$ cat src/rtl/decode_stage.sv
// RV32I decode stage: registered control/operand bundle with
// load-use bubble insertion and branch flush.
module decode_stage #(
   parameter int XLEN      = 32,
   parameter bit HAZARD_EN = 1'b1,
   parameter int CNT_W     = 16
) (
   input  logic             clk,
   input  logic             rst_n,
   input  logic             in_valid,
   output logic             in_ready,
   input  logic [31:0]      in_instr,
   input  logic [XLEN-1:0]  in_pc,
   input  logic             flush,
   output logic             out_valid,
   input  logic             out_ready,
   output logic [XLEN-1:0]  out_pc,
   output logic [4:0]       out_rs1,
   output logic [4:0]       out_rs2,
   output logic [4:0]       out_rd,
   output logic [XLEN-1:0]  out_imm,
   output logic [2:0]       out_funct3,
   output logic [3:0]       out_alu_op,
   output logic [1:0]       out_alu_src,
   output logic [1:0]       out_branch_sel,
   output logic             out_mr,
   output logic             out_mtr,
   output logic             out_mw,
   output logic             out_rw,
   output logic             out_illegal,
   output logic [CNT_W-1:0] bubble_cnt
);

   localparam logic [3:0] ALU_ADD  = 4'd0;
   localparam logic [3:0] ALU_SUB  = 4'd1;
   localparam logic [3:0] ALU_SLL  = 4'd2;
   localparam logic [3:0] ALU_SLT  = 4'd3;
   localparam logic [3:0] ALU_SLTU = 4'd4;
   localparam logic [3:0] ALU_XOR  = 4'd5;
   localparam logic [3:0] ALU_SRL  = 4'd6;
   localparam logic [3:0] ALU_SRA  = 4'd7;
   localparam logic [3:0] ALU_OR   = 4'd8;
   localparam logic [3:0] ALU_AND  = 4'd9;
   localparam logic [3:0] ALU_PASB = 4'd10;

   localparam logic [6:0] OP_R     = 7'b0110011;
   localparam logic [6:0] OP_I     = 7'b0010011;
   localparam logic [6:0] OP_LOAD  = 7'b0000011;
   localparam logic [6:0] OP_STORE = 7'b0100011;
   localparam logic [6:0] OP_BR    = 7'b1100011;
   localparam logic [6:0] OP_JAL   = 7'b1101111;
   localparam logic [6:0] OP_JALR  = 7'b1100111;
   localparam logic [6:0] OP_LUI   = 7'b0110111;
   localparam logic [6:0] OP_AUIPC = 7'b0010111;

   logic [6:0] opcode;
   logic [6:0] funct7;
   logic [2:0] funct3;
   logic [4:0] rs1, rs2, rd;

   assign opcode = in_instr[6:0];
   assign rd     = in_instr[11:7];
   assign funct3 = in_instr[14:12];
   assign rs1    = in_instr[19:15];
   assign rs2    = in_instr[24:20];
   assign funct7 = in_instr[31:25];

   logic s;
   assign s = in_instr[31];

   logic [XLEN-1:0] imm_i, imm_s, imm_b, imm_u, imm_j, imm_sh;

   assign imm_i = {{(XLEN-12){s}}, in_instr[31:20]};
   assign imm_s = {{(XLEN-12){s}}, in_instr[31:25], in_instr[11:7]};
   assign imm_b = {{(XLEN-12){s}}, in_instr[7], in_instr[30:25],
                   in_instr[11:8], 1'b0};
   assign imm_u = {{(XLEN-31){s}}, in_instr[30:12], 12'b0};
   assign imm_j = {{(XLEN-20){s}}, in_instr[19:12], in_instr[20],
                   in_instr[30:21], 1'b0};
   // Shift immediates carry only the shift amount (6 bits on RV64).
   assign imm_sh = (XLEN == 64) ?
                   {{(XLEN-6){1'b0}}, in_instr[25:20]} :
                   {{(XLEN-5){1'b0}}, in_instr[24:20]};

   function automatic logic [3:0] f3_op(input logic [2:0] f,
                                        input logic alt,
                                        input logic sub_ok);
      logic [3:0] op;
      unique case (f)
         3'b000:  op = (alt && sub_ok) ? ALU_SUB : ALU_ADD;
         3'b001:  op = ALU_SLL;
         3'b010:  op = ALU_SLT;
         3'b011:  op = ALU_SLTU;
         3'b100:  op = ALU_XOR;
         3'b101:  op = alt ? ALU_SRA : ALU_SRL;
         3'b110:  op = ALU_OR;
         default: op = ALU_AND;
      endcase
      return op;
   endfunction

   logic [3:0]      d_alu_op;
   logic [1:0]      d_alu_src, d_br;
   logic            d_mr, d_mtr, d_mw, d_rw, d_ill;
   logic            use_rs1, use_rs2;
   logic [XLEN-1:0] d_imm;

   // Decode the incoming instruction into its control bundle.
   always_comb begin
      d_alu_op  = ALU_ADD;
      d_alu_src = 2'd0;
      d_br      = 2'd0;
      d_mr      = 1'b0;
      d_mtr     = 1'b0;
      d_mw      = 1'b0;
      d_rw      = 1'b0;
      d_ill     = 1'b0;
      d_imm     = '0;
      use_rs1   = 1'b0;
      use_rs2   = 1'b0;
      unique case (opcode)
         OP_R: begin
            d_alu_op = f3_op(funct3, in_instr[30], 1'b1);
            d_rw     = 1'b1;
            use_rs1  = 1'b1;
            use_rs2  = 1'b1;
            d_ill    = !((funct7 == 7'b0000000) ||
                         ((funct7 == 7'b0100000) &&
                          ((funct3 == 3'b000) || (funct3 == 3'b101))));
         end
         OP_I: begin
            d_alu_op  = f3_op(funct3, in_instr[30], 1'b0);
            d_alu_src = 2'd1;
            d_rw      = 1'b1;
            use_rs1   = 1'b1;
            d_imm     = (funct3[1:0] == 2'b01) ? imm_sh : imm_i;
         end
         OP_LOAD: begin
            d_alu_src = 2'd1;
            d_mr      = 1'b1;
            d_mtr     = 1'b1;
            d_rw      = 1'b1;
            use_rs1   = 1'b1;
            d_imm     = imm_i;
         end
         OP_STORE: begin
            d_alu_src = 2'd1;
            d_mw      = 1'b1;
            use_rs1   = 1'b1;
            use_rs2   = 1'b1;
            d_imm     = imm_s;
         end
         OP_BR: begin
            d_alu_op = ALU_SUB;
            d_br     = 2'd1;
            use_rs1  = 1'b1;
            use_rs2  = 1'b1;
            d_imm    = imm_b;
         end
         OP_JAL: begin
            d_br  = 2'd2;
            d_rw  = 1'b1;
            d_imm = imm_j;
         end
         OP_JALR: begin
            d_br      = 2'd3;
            d_alu_src = 2'd1;
            d_rw      = 1'b1;
            use_rs1   = 1'b1;
            d_imm     = imm_i;
         end
         OP_LUI: begin
            d_alu_op  = ALU_PASB;
            d_alu_src = 2'd1;
            d_rw      = 1'b1;
            d_imm     = imm_u;
         end
         OP_AUIPC: begin
            d_alu_src = 2'd2;
            d_rw      = 1'b1;
            d_imm     = imm_u;
         end
         default: d_ill = 1'b1;
      endcase
      if (rd == 5'd0) d_rw = 1'b0;
   end

   logic hazard, advance;

   assign hazard = HAZARD_EN && out_valid && out_mr &&
                   (out_rd != 5'd0) && in_valid &&
                   ((use_rs1 && (rs1 == out_rd)) ||
                    (use_rs2 && (rs2 == out_rd)));
   assign advance  = !out_valid || out_ready;
   assign in_ready = advance && !hazard && !flush;

   // Bundle register: flush, accept, bubble, drain or hold.
   always_ff @(posedge clk or negedge rst_n) begin
      if (!rst_n) begin
         out_valid      <= 1'b0;
         out_pc         <= '0;
         out_rs1        <= '0;
         out_rs2        <= '0;
         out_rd         <= '0;
         out_imm        <= '0;
         out_funct3     <= '0;
         out_alu_op     <= '0;
         out_alu_src    <= '0;
         out_branch_sel <= '0;
         out_mr         <= 1'b0;
         out_mtr        <= 1'b0;
         out_mw         <= 1'b0;
         out_rw         <= 1'b0;
         out_illegal    <= 1'b0;
         bubble_cnt     <= '0;
      end else if (flush) begin
         out_valid <= 1'b0;
      end else if (advance) begin
         if (in_valid && !hazard) begin
            out_valid      <= 1'b1;
            out_pc         <= in_pc;
            out_rs1        <= rs1;
            out_rs2        <= rs2;
            out_rd         <= rd;
            out_imm        <= d_imm;
            out_funct3     <= funct3;
            out_alu_op     <= d_alu_op;
            out_alu_src    <= d_alu_src;
            out_branch_sel <= d_br;
            out_mr         <= d_mr;
            out_mtr        <= d_mtr;
            out_mw         <= d_mw;
            out_rw         <= d_rw;
            out_illegal    <= d_ill;
         end else begin
            out_valid <= 1'b0;
            if (hazard && (bubble_cnt != '1))
               bubble_cnt <= bubble_cnt + CNT_W'(1);
         end
      end
   end

endmodule
$ cat config.mk
export PLATFORM = sky130hd
export DESIGN_NAME = decode_stage
export DESIGN_NICKNAME = d
export VERILOG_FILES = /design/src/rtl/decode_stage.sv
export SDC_FILE = /design/constraint.sdc
export NUM_CORES = 1
export LEC_CHECK = 0
export BUFFER_PORTS_ARGS = -buffer_cell sky130_fd_sc_hd__buf_2
export CORE_UTILIZATION = 50
export CTS_CLUSTER_DIAMETER = 150
export DETAILED_ROUTE_END_ITERATION = 8
export GPL_TIMING_DRIVEN = 0
export PLACE_DENSITY = 0.8
export SETUP_SLACK_MARGIN = 0.05
export SLEW_MARGIN = 25
export SYNTH_ARGS = -nofsm -noshare
export SYNTH_HDL_FRONTEND = slang
export SYNTH_SLANG_ARGS = --single-unit
$ cat constraint.sdc
create_clock -name clk -period 6.3 [get_ports clk]
set_clock_uncertainty 0.15 [all_clocks]
set_input_delay 1.26 -clock clk [delete_from_list [all_inputs] [get_ports clk]]
set_output_delay 1.26 -clock clk [all_outputs]
set_load 0.03 [all_outputs]
==> flow_metrics.py <==
metrics = {
    "status": {
        "outcome": "finished clean",
    },
    "clocking": {
        "cts_buffers": 9,
        "cts-root-buf": "clkbuf_8",
        "path_clk_slew_ns": 0.09,
        "post_cts_buffers": 0,
        "hold_buffers": 0,
        "cts_tree": "built",
        "clk_latency_ns": 0.38,
        "cts_buffer_depth": 2,
        "cts.sinks": 111,
        "cts_resized": 0,
        "htree_levels": 3,
    },
    "logic_synthesis": {
        "yosysMostFrequentCell": "dfrtp_1",
        "synth_edf_count": 0,
        "ys_ff_latch": 111,
        "synth_largest_area_cell": "dfrtp_1",
        "async_flop_share_pct": 100,
        "ys_seq_area_share_pct": 52.5,
        "ys_warn_count": 0,
        "synthesis.nets": 500,
        "synth_top_flop_cell": "dfrtp_1",
        "synth_cells": 430,
        "syn_avg_cell_area_sq_um": 12.3,
        "synthesis.area_sq_mm": 0.00529,
        "post-synth-top-area-fraction_pct": 52.5,
        "synth.area.top_cells": "dfrtp_1 (52%), mux2_2 (9.4%), mux2_4 (5.7%)",
        "ys_top_cells_by_count": "dfrtp_1 (111), mux2_2 (44), nand2_1 (42)",
        "yosysUniqueCellTypes": 61,
    },
    "run": {
        "maxCapViolations": 0,
    },
    "timing": {
        "post-route-period-util_pct": 71.0,
        "slew_headroom_pct": 38.3,
        "fin_crit_ns": 4.47,
        "fmax_ghz": 0.224,
        "finalSetupViolations": 0,
        "hold_slack_ns": 0.347,
        "rsz0062_at_grt": "false",
        "fin_setup_tns_ns": 0,
        "worstMarginPinSlew_ns": 0.916,
        "maxSlewViolCount": 0,
        "finalHoldViolations": 0,
    },
    "setup_path": {
        "slowest_delay_ns": 0.26,
        "crit_chain": "buf_2 -> and3b_1 -> buf_4 -> nand4_1 -> nor3_2 -> o21ai_2 -> buf_4 -> nand2_1 -> inv_1 -> buf_2",
        "crit_start": "in_instr[3]",
        "cp_slowest_cell": "nand2_1",
        "ff2ff_setup_slack_ns": 3.88,
        "timing.rr.start": "out_rd[1]",
        "endpoint": "in_ready",
        "critPathMaxFanout": 10,
        "worstPathRequired_ns": 4.89,
        "reg2reg_depth": 8,
        "crit_path_start_kind": "input pin",
        "timing.critical_path.arrival_ns": 3.06,
        "reg2reg_to": "out_pc[26]",
        "path_class": "input pin to output port",
        "endpoint_kind": "output port",
    },
    "cells_and_area": {
        "fill_cells": 867,
        "finalNetCount": 689,
        "final_cells": 760,
        "drive_gt1_share_pct": 46.2,
        "area_growth_pct": 24.9,
        "final_util_pct": 64.3,
        "n_antenna_cell": 0,
    },
    "power_and_ir_drop": {
        "p_leak_nw": 3.26,
        "power_density_mw_per_mm2": 274,
        "ir_drop_uv": 160,
    },
    "place": {
        "gp_congestion": 0.898,
        "placed_cells": 744,
        "portBuffers": 177,
        "dp_hpwl_microns": 9870,
    },
    "die": {
        "floorplan.io_pins": 182,
        "dieWidth_microns": 105,
        "core_sq_mm": 0.0103,
        "die_area_sq_mm": 0.0110,
        "initial_core_util_pct": 51.5,
        "die_h_microns": 105,
        "std_cell_rows": 37,
    },
    "drt": {
        "route.detailed.drc": 0,
        "wire_per_inst_microns": 17.6,
        "via_per_inst": 5.51,
        "drt-total-wl_microns": 13400,
        "vias": 4185,
        "dr.first_iter.drc_count": 239,
        "firstDrtPassIters": 5,
        "ant_nets": 0,
    },
    "hold_path": {
        "hold_path.class": "register to register",
    },
    "grt": {
        "grtUsageTotal_pct": 24.9,
        "grt_antenna_before_repair": 0,
        "grt_max_degree": 62,
        "grt.overflow.total": 0,
        "grt_pass1_wl_microns": 21300,
        "grt_pass1_vias": 4183,
    },
}
critical path, delay by kind of cell:
family | cells | cell delay [ns]
buffers and inverters | 5 | 0.76
AOI/OAI and AO/OA | 1 | 0.19
and+or+nand+nor | 4 | 0.84
layer usage:
layer	track usage, %	part of all wire, %
met1	33.0	43
met2	39.5	48
met3	5.61	6.2
met4	10.5	2.5
met5	0	0
logic make-up (layout without fill, tap and decap cells):
logic type / after synthesis / count (layout) / synth area share [%]
simple gates: 124 / 124 / 12.6
flops: 111 / 111 / 52.5
compound gates: 71 / 71 / 10.8
mux: 65 / 65 / 15.2
buf+inv: 32 / 226 / 4.37
xor+xnor: 26 / 26 / 4.30
fa+ha+maj: 1 / 1 / 0.236
sequential cells by signal, indices dropped and copies added (netlist names):
| register | flops |
|---|---|
| out_imm | 32 |
| out_rs2 | 5 |
| bubble_cnt | 16 |
| out_mtr | 1 |
| out_pc | 32 |
| out_valid | 1 |
| out_mw | 1 |
| out_alu_src | 2 |
| out_alu_op | 4 |
| out_funct3 | 3 |
| out_rd | 5 |
| out_rw | 1 |
| out_illegal | 1 |
| out_rs1 | 5 |
| out_branch_sel | 2 |
worst min path at each step:
stage | start | end | slack, ns | depth (start not counted)
after floorplan | bubble_cnt[15] | bubble_cnt[15] | 0.51 | 1
after global placement | out_imm[9] | out_imm[9] | 0.32 | 1
after detailed placement | out_imm[7] | out_imm[7] | 0.32 | 1
after CTS | bubble_cnt[15] | bubble_cnt[15] | 0.34 | 1
after global routing | out_imm[7] | out_imm[7] | 0.36 | 1
final | bubble_cnt[15] | bubble_cnt[15] | 0.35 | 1
layout make-up:
class / count / area (sq um) / area share (%)
repair buffers: 178 / 920 / 13.9
clock inverters: 6 / 92.6 / 1.40
inverters: 5 / 18.8 / 0.284
clock buffers: 10 / 138 / 2.08
plain buffers: 27 / 213 / 3.22
flip-flops and latches: 111 / 2780 / 42.0
multi-input cells: 287 / 2280 / 34.5
well taps: 136 / 170 / 2.57
through the flow:
| stage | total power [W] | worst slack, ns | instance area, sq um |
|---|---|---|---|
| 2_1_floorplan | 0.00117 | 2.30 | 5290 |
| 4_1_cts | 0.00182 | 1.84 | 6610 |
| 6_report | 0.00181 | 1.83 | 6610 |
| 5_1_grt | 0.00189 | 1.69 | 6610 |
| 3_3_place_gp | 0.00133 | 1.86 | 6350 |
| 3_5_place_dp | 0.00134 | 1.85 | 6380 |
layout by cell type (no fill, tap or decap), types with 6 or more instances in the layout:
master     Yosys  layout
xnor2_1        7       7
xor2_1        19      19
nor4_1         8       8
buf_2          5     181
nor2_1        11      11
o21ai_0       13      13
clkbuf_8       0      10
nand3_1       18      18
mux2_2        44      44
nand2_1       42      42
nor2b_1        6       6
o2bb2ai_1      7       7
a2bb2oi_1     19      19
buf_6          5       6
nor3_1        11      11
clkbuf_1       7       7
mux2_4        20      20
dfrtp_1      111     111
report_power, final:
part	switching, W	total (W)	leakage, nW	internal [W]
clock	0.000246	0.000484	0.114	0.000238
combinational	0.000306	0.000487	1.76	0.000181
sequential	0.0000497	0.000842	1.39	0.000792
total	0.000601	0.00181	3.26	0.00121
(Power assumes the default switching activity.)
